[src/rtl/fir_l2_output_packer.sv]
// fir_l2_output_packer
// Output stage of the L=2 FIR: each cycle it may receive an even/odd sample
// pair at full accumulator precision. It rounds and saturates both samples to
// audio width, writes them into a small FIFO as two entries (even first), and
// drains the FIFO one sample per cycle over a valid/ready stream.
// A pair is written whole or dropped whole, so the output stream never loses
// one half of a pair. Dropping sets a sticky overflow flag.

module fir_l2_output_packer #(
  parameter int DATA_IN_WIDTH  = 64,
  parameter int DATA_OUT_WIDTH = 16,
  parameter int SHIFT          = 30,
  parameter int FIFO_DEPTH     = 8
) (
  input  logic                            clk,
  input  logic                            reset_n,
  input  logic                            in_valid,
  input  logic [DATA_IN_WIDTH-1:0]        data_in_1,
  input  logic [DATA_IN_WIDTH-1:0]        data_in_2,
  input  logic                            out_ready,
  output logic                            out_valid,
  output logic [DATA_OUT_WIDTH-1:0]       out_data,
  output logic [$clog2(FIFO_DEPTH):0]     fifo_level,
  output logic                            sat_pulse,
  output logic                            overflow
);

  localparam int PTR_W = $clog2(FIFO_DEPTH);
  localparam int LVL_W = PTR_W + 1;

  // Rounding constant: one half of the LSB that survives the shift.
  localparam logic signed [DATA_IN_WIDTH:0] RND =
    (DATA_IN_WIDTH+1)'(1) << (SHIFT - 1);

  // Saturation limits, held at the widened working width so they compare
  // directly against the shifted value.
  localparam logic signed [DATA_IN_WIDTH:0] SAT_MAX =
    (DATA_IN_WIDTH+1)'((1 << (DATA_OUT_WIDTH - 1)) - 1);
  localparam logic signed [DATA_IN_WIDTH:0] SAT_MIN = -SAT_MAX - 1;

  // Result of rounding one sample: narrowed value plus a clip indication.
  typedef struct packed {
    logic                      clip;
    logic [DATA_OUT_WIDTH-1:0] y;
  } rs_t;

  // Round half toward +inf, then clamp to the signed output range.
  // The add happens one bit wider than the input so it can never wrap.
  function automatic rs_t round_sat(input logic [DATA_IN_WIDTH-1:0] x);
    logic signed [DATA_IN_WIDTH:0] t;
    logic signed [DATA_IN_WIDTH:0] r;
    rs_t                           res;
    t        = $signed({x[DATA_IN_WIDTH-1], x}) + RND;
    r        = t >>> SHIFT;
    res.clip = 1'b1;
    if (r > SAT_MAX) begin
      res.y = SAT_MAX[DATA_OUT_WIDTH-1:0];
    end else if (r < SAT_MIN) begin
      res.y = SAT_MIN[DATA_OUT_WIDTH-1:0];
    end else begin
      res.y    = r[DATA_OUT_WIDTH-1:0];
      res.clip = 1'b0;
    end
    return res;
  endfunction

  // ---------------------------------------------------------------------
  // Stage 1: round/saturate and register the pair
  // ---------------------------------------------------------------------
  rs_t rs_1;
  rs_t rs_2;

  assign rs_1 = round_sat(data_in_1);
  assign rs_2 = round_sat(data_in_2);

  logic                      pipe_valid_q;
  logic [DATA_OUT_WIDTH-1:0] y1_q;
  logic [DATA_OUT_WIDTH-1:0] y2_q;
  logic                      sat_q;

  // Stage-1 pipeline register: rounded pair, its valid bit and the clip pulse.
  // NOTE: state is updated with <= so every flop samples the pre-edge values;
  // a blocking = here would let later statements see already-updated state.
  always_ff @(posedge clk or negedge reset_n) begin
    if (!reset_n) begin
      pipe_valid_q <= 1'b0;
      y1_q         <= '0;
      y2_q         <= '0;
      sat_q        <= 1'b0;
    end else begin
      pipe_valid_q <= in_valid;
      y1_q         <= rs_1.y;
      y2_q         <= rs_2.y;
      sat_q        <= in_valid & (rs_1.clip | rs_2.clip);
    end
  end

  assign sat_pulse = sat_q;

  // ---------------------------------------------------------------------
  // Stage 2: FIFO of single samples, written two at a time
  // ---------------------------------------------------------------------
  logic [DATA_OUT_WIDTH-1:0] mem [FIFO_DEPTH];

  logic [PTR_W-1:0] wr_ptr_q, wr_ptr_d;
  logic [PTR_W-1:0] rd_ptr_q, rd_ptr_d;
  logic [LVL_W-1:0] fifo_level_q, fifo_level_d;
  logic             overflow_q, overflow_d;

  logic             rd_fire;
  logic             wr_fire;
  logic             room_ok;
  logic [LVL_W:0]   level_after;
  logic [PTR_W-1:0] wr_ptr_nx;

  assign out_valid = (fifo_level_q != '0);
  assign rd_fire   = out_valid & out_ready;
  assign wr_ptr_nx = wr_ptr_q + PTR_W'(1);

  // Admission decision and next-state for pointers, level and overflow flag.
  // A head transfer on the same edge frees one slot for the incoming pair.
  // NOTE: every variable gets a default at the top of the block so no path
  // leaves one unassigned, which would otherwise infer a latch.
  always_comb begin
    level_after  = '0;
    room_ok      = 1'b0;
    wr_fire      = 1'b0;
    wr_ptr_d     = wr_ptr_q;
    rd_ptr_d     = rd_ptr_q;
    fifo_level_d = fifo_level_q;
    overflow_d   = overflow_q;

    level_after = {1'b0, fifo_level_q} + (LVL_W+1)'(2) - (LVL_W+1)'(rd_fire);
    room_ok     = (level_after <= (LVL_W+1)'(FIFO_DEPTH));
    wr_fire     = pipe_valid_q & room_ok;

    if (pipe_valid_q && !room_ok) begin
      overflow_d = 1'b1;
    end
    if (wr_fire) begin
      wr_ptr_d = wr_ptr_q + PTR_W'(2);
    end
    if (rd_fire) begin
      rd_ptr_d = rd_ptr_q + PTR_W'(1);
    end
    fifo_level_d = fifo_level_q
                 + (wr_fire ? LVL_W'(2) : LVL_W'(0))
                 - LVL_W'(rd_fire);
  end

  // FIFO control registers.
  always_ff @(posedge clk or negedge reset_n) begin
    if (!reset_n) begin
      wr_ptr_q     <= '0;
      rd_ptr_q     <= '0;
      fifo_level_q <= '0;
      overflow_q   <= 1'b0;
    end else begin
      wr_ptr_q     <= wr_ptr_d;
      rd_ptr_q     <= rd_ptr_d;
      fifo_level_q <= fifo_level_d;
      overflow_q   <= overflow_d;
    end
  end

  // Sample storage: the even sample lands at the write pointer, the odd one
  // right after it (wrapping naturally with the pointer width).
  // NOTE: the array has no reset; its contents are only observable through
  // entries the level counter marks as written, and the output is forced to
  // zero while the FIFO is empty.
  always_ff @(posedge clk) begin
    if (wr_fire) begin
      mem[wr_ptr_q]  <= y1_q;
      mem[wr_ptr_nx] <= y2_q;
    end
  end

  assign out_data   = out_valid ? mem[rd_ptr_q] : '0;
  assign fifo_level = fifo_level_q;
  assign overflow   = overflow_q;

endmodule

[config.mk]
export PLATFORM = sky130hd
export DESIGN_NAME = fir_l2_output_packer
export DESIGN_NICKNAME = d
export VERILOG_FILES = /design/src/rtl/fir_l2_output_packer.sv
export SDC_FILE = /design/constraint.sdc
export NUM_CORES = 1
export LEC_CHECK = 0
export CORE_ASPECT_RATIO = 1.25
export CORE_MARGIN = 3
export CORE_UTILIZATION = 35
export DETAILED_ROUTE_END_ITERATION = 12
export PLACE_DENSITY = 0.54
export SLEW_MARGIN = 20
export SYNTH_ARGS = -nofsm -noshare
export SYNTH_HDL_FRONTEND = slang
export SYNTH_SLANG_ARGS = --single-unit
[constraint.sdc]
create_clock -name clk -period 6.1 [get_ports clk]
set_clock_uncertainty 0.05 [all_clocks]
set_input_delay 1.22 -clock clk [delete_from_list [all_inputs] [get_ports clk]]
set_output_delay 1.22 -clock clk [all_outputs]
set_load 0.02 [all_outputs]
==> summary.json <==
{
  "run_status": "complete, no violations",
  "boundary_pins": 155,
  "core_area_um2": 23800,
  "arrival_ns": 4.57,
  "vias": 5506,
  "ys.flop_type": "sky130_fd_sc_hd__edfxtp_1",
  "power_uw": 4060,
  "drtAntennaViolNets": 0,
  "synth.avg_cell_area_um2": 13.5,
  "dpl_worst_slack_ns": 1.25,
  "min_path_type": "reg2reg",
  "buffer_ports.inserted": 96,
  "cp_max_fo": 15,
  "synth-seq-cells": 172,
  "placedCellCount": 1039,
  "worst_slack_ns": 1.72,
  "instances_no_fill": 1071,
  "clock_sinks": 172,
  "number_of_synthesized_flops_with_an_enable_pin": 128,
  "period_utilisation_layout_pct": 71.9,
  "asyncSetResetFlopFracSynth_pct": 25.6,
  "post_cts_resized": 0,
  "cts_tree": "built",
  "combinationalPowerShare_pct": 33.8,
  "synth-seq-area-share_pct": 58.3,
  "fillCellCount": 2215,
  "fin_setup_tns_ns": 0,
  "remaining_drc_errors": 0,
  "final_common_cell": "sky130_fd_sc_hd__edfxtp_1",
  "maxCapViolations": 0,
  "synth_warnings": 0,
  "postRouteWirelength_mm": 18.7,
  "area_growth_pct": 22.6,
  "detailedRoute.firstIterationViolations": 253,
  "p_leak_uw": 0.00351,
  "cts_hold_buffers": 0,
  "vias_in_the_first_global_route": 5753,
  "cts.root.buffer_cell": "sky130_fd_sc_hd__clkbuf_16",
  "timing.final.hold_violations": 0,
  "setup_fix_buffers_added_after_clock_tree_synthesis": 0,
  "clockPowerShare_pct": 25.0,
  "grt.total_usage_pct": 14.3,
  "post_synth_inst_count": 630,
  "switching_share_pct": 32.7,
  "worst_vdd_drop_mv": 0.181,
  "antenna_found_initial": 0,
  "internal_power_uw": 2730,
  "firstDrtPassIters": 5,
  "timing.final.crit_period_ns": 4.38,
  "clk-insertion-delay-late_ns": 0.41,
  "start_util_pct": 35.6,
  "slew-limit-headroom_pct": 33.3,
  "gp_congestion": 0.849,
  "fmax_mhz": 228,
  "ratio_of_cells_with_drive_above_1_in_the_final_layout_pct": 15.1,
  "timing.setup.critical_path_class": "in2reg",
  "detail_route.vias_per_cell": 5.14,
  "slew_violations": 0,
  "grt_pass1_wl_mm": 30.2,
  "std_cell_rows": 63,
  "cts_inserted_buffers": 17,
  "detail_route.wl_per_cell_um": 17.5,
  "synth_cell_type_count": 62,
  "timing.critical_path.to_type": "flip-flop",
  "finish.net_count": 882,
  "seq_power_share_pct": 41.2,
  "crit_path_start_kind": "primary input",
  "setup_viol": 0,
  "worst_slew_pin_slew_ns": 0.991,
  "dp_hpwl_mm": 13.6,
  "die_h_um": 180,
  "number_of_diodes": 0,
  "die_x_um": 145,
  "power_density_nw_per_um2": 391,
  "mostFrequentLayoutCells": "sky130_fd_sc_hd__edfxtp_1 (128), sky130_fd_sc_hd__clkdlybuf4s50_1 (95), sky130_fd_sc_hd__nor2_1 (42), sky130_fd_sc_hd__dfrtp_1 (42), sky130_fd_sc_hd__nand3_1 (35)",
  "clk_path_buf_depth": 2,
  "maximum_number_of_pins_on_one_net_before_global_route_repair": 45,
  "clk_pin_slew_worst_paths_ns": 0.07,
  "floorplan.die_area_um2": 26200,
  "clock_tree.htree_level_count": 4,
  "cp.required_ns": 6.29,
  "grt_overflow": 0,
  "mappedNetlistArea_um2": 8480,
  "net_count_of_the_mapped_netlist": 779,
  "rsz0062_at_grt": "false",
  "p_switching_uw": 1330
}
-- logic make-up after synthesis --
group,share of synthesized area (%)
flip-flops,58.3
AND/OR/NAND/NOR,13.9
adder cells (fa/ha/maj),2.60
AO/OA/AOI/OAI,5.68
multiplexers,11.5
XOR/XNOR,5.37
buffers and inverters,2.63
-- cells in the mapped netlist (6+ instances only) --
cell type                  number  area share (%)
sky130_fd_sc_hd__nand3_1       35             2.1
sky130_fd_sc_hd__mux4_2        32             8.5
sky130_fd_sc_hd__nor2_1        46             2.0
sky130_fd_sc_hd__dfrtp_1       44              13
sky130_fd_sc_hd__and2_1         6            0.44
sky130_fd_sc_hd__and3_1        11            0.81
sky130_fd_sc_hd__inv_1         30             1.3
sky130_fd_sc_hd__o21ai_2       10             1.0
sky130_fd_sc_hd__a21oi_1        7            0.41
sky130_fd_sc_hd__edfxtp_1     128              45
sky130_fd_sc_hd__nor4_1         7            0.52
sky130_fd_sc_hd__o21ai_0       18             1.1
sky130_fd_sc_hd__mux2i_1       20             2.4
sky130_fd_sc_hd__o21ai_1        9            0.53
sky130_fd_sc_hd__xor2_1        25             2.6
sky130_fd_sc_hd__nand2_1       31             1.4
sky130_fd_sc_hd__nor3_1        12            0.71
sky130_fd_sc_hd__ha_1          16             2.4
sky130_fd_sc_hd__clkbuf_1       9            0.40
sky130_fd_sc_hd__nand4_1       22             1.6
sky130_fd_sc_hd__xnor2_1       27             2.8
sky130_fd_sc_hd__buf_2          6            0.35
-- critical path: stages --
cell                              delay, ns
sky130_fd_sc_hd__clkdlybuf4s50_1       0.54
sky130_fd_sc_hd__ha_1                  0.20
sky130_fd_sc_hd__nand3_1               0.20
sky130_fd_sc_hd__nor2_1                0.32
sky130_fd_sc_hd__buf_4                 0.26
sky130_fd_sc_hd__nand4_1               0.13
sky130_fd_sc_hd__a2111oi_2             0.38
sky130_fd_sc_hd__a31oi_1               0.08
sky130_fd_sc_hd__or4_4                 0.54
sky130_fd_sc_hd__o21ai_4               0.47
sky130_fd_sc_hd__o21ai_1               0.22
-- final timing paths --
check / slack, ns / cells after the start / start / to
max in group asynchronous: 4.73 / 2 / reset_n / rd_ptr_q[0]
min in group asynchronous: 0.84 / 2 / reset_n / overflow
worst min-delay path: 0.41 / 1 / overflow / overflow
worst min register to register: 0.41 / 1 / overflow / overflow
worst max-delay path: 1.72 / 11 / data_in_2[29] / y2_q[4]
worst max register to register: 1.82 / 18 / fifo_level[2] / fifo_level[3]
-- state kept, by name (all words and copies together), names as in the netlist --
signal and count:
rd_ptr_q 3, wr_ptr_q 2, y2_q 16, sat_pulse 1, y1_q 16, mem 128, pipe_valid_q 1, fifo_level 4
overflow 1
-- layer usage --
| metal | wire (µm) | vias up | GRT usage (%) |
|---|---|---|---|
| met3 | 766 | 19 | 2.87 |
| met4 | 268 | 0 | 4.41 |
| met1 | 7720 | 2726 | 17.2 |
| met2 | 9940 | 155 | 25.8 |
| li1 | - | 2606 | - |
| met5 | 0 | - | 0 |
-- power groups by stage --
stage	combinational (µW)	sequential (µW)	clock (µW)
after floorplan	937	1600	0
after global placement	1380	1690	0
after detailed placement	1410	1710	0
after CTS	1410	1680	1050
after global routing	1500	1710	1090
final	1370	1670	1020
-- final cells by class --
class	instances	area [µm²]	share of cell area, %
Clock inverter	15	151	1.46
Tap cell	325	407	3.91
Timing Repair Buffer	106	1030	9.91
Sequential cell	172	4950	47.6
Multi-Input combinational cell	406	3330	32.0
Clock buffer	17	425	4.09
Inverter	30	113	1.08
-- metrics by stage --
| stage | area, µm² | hold slack, ns | util (%) |
|---|---|---|---|
| 2_1_floorplan | 8480 | 0.399 | - |
| 3_3_place_gp | 9820 | 0.390 | 41.3 |
| 3_5_place_dp | 9820 | 0.403 | 41.3 |
| 4_1_cts | 10400 | 0.420 | 43.7 |
| 5_1_grt | 10400 | 0.434 | 43.7 |
| 6_report | 10400 | 0.412 | 43.7 |
(Power assumes the default switching activity.)
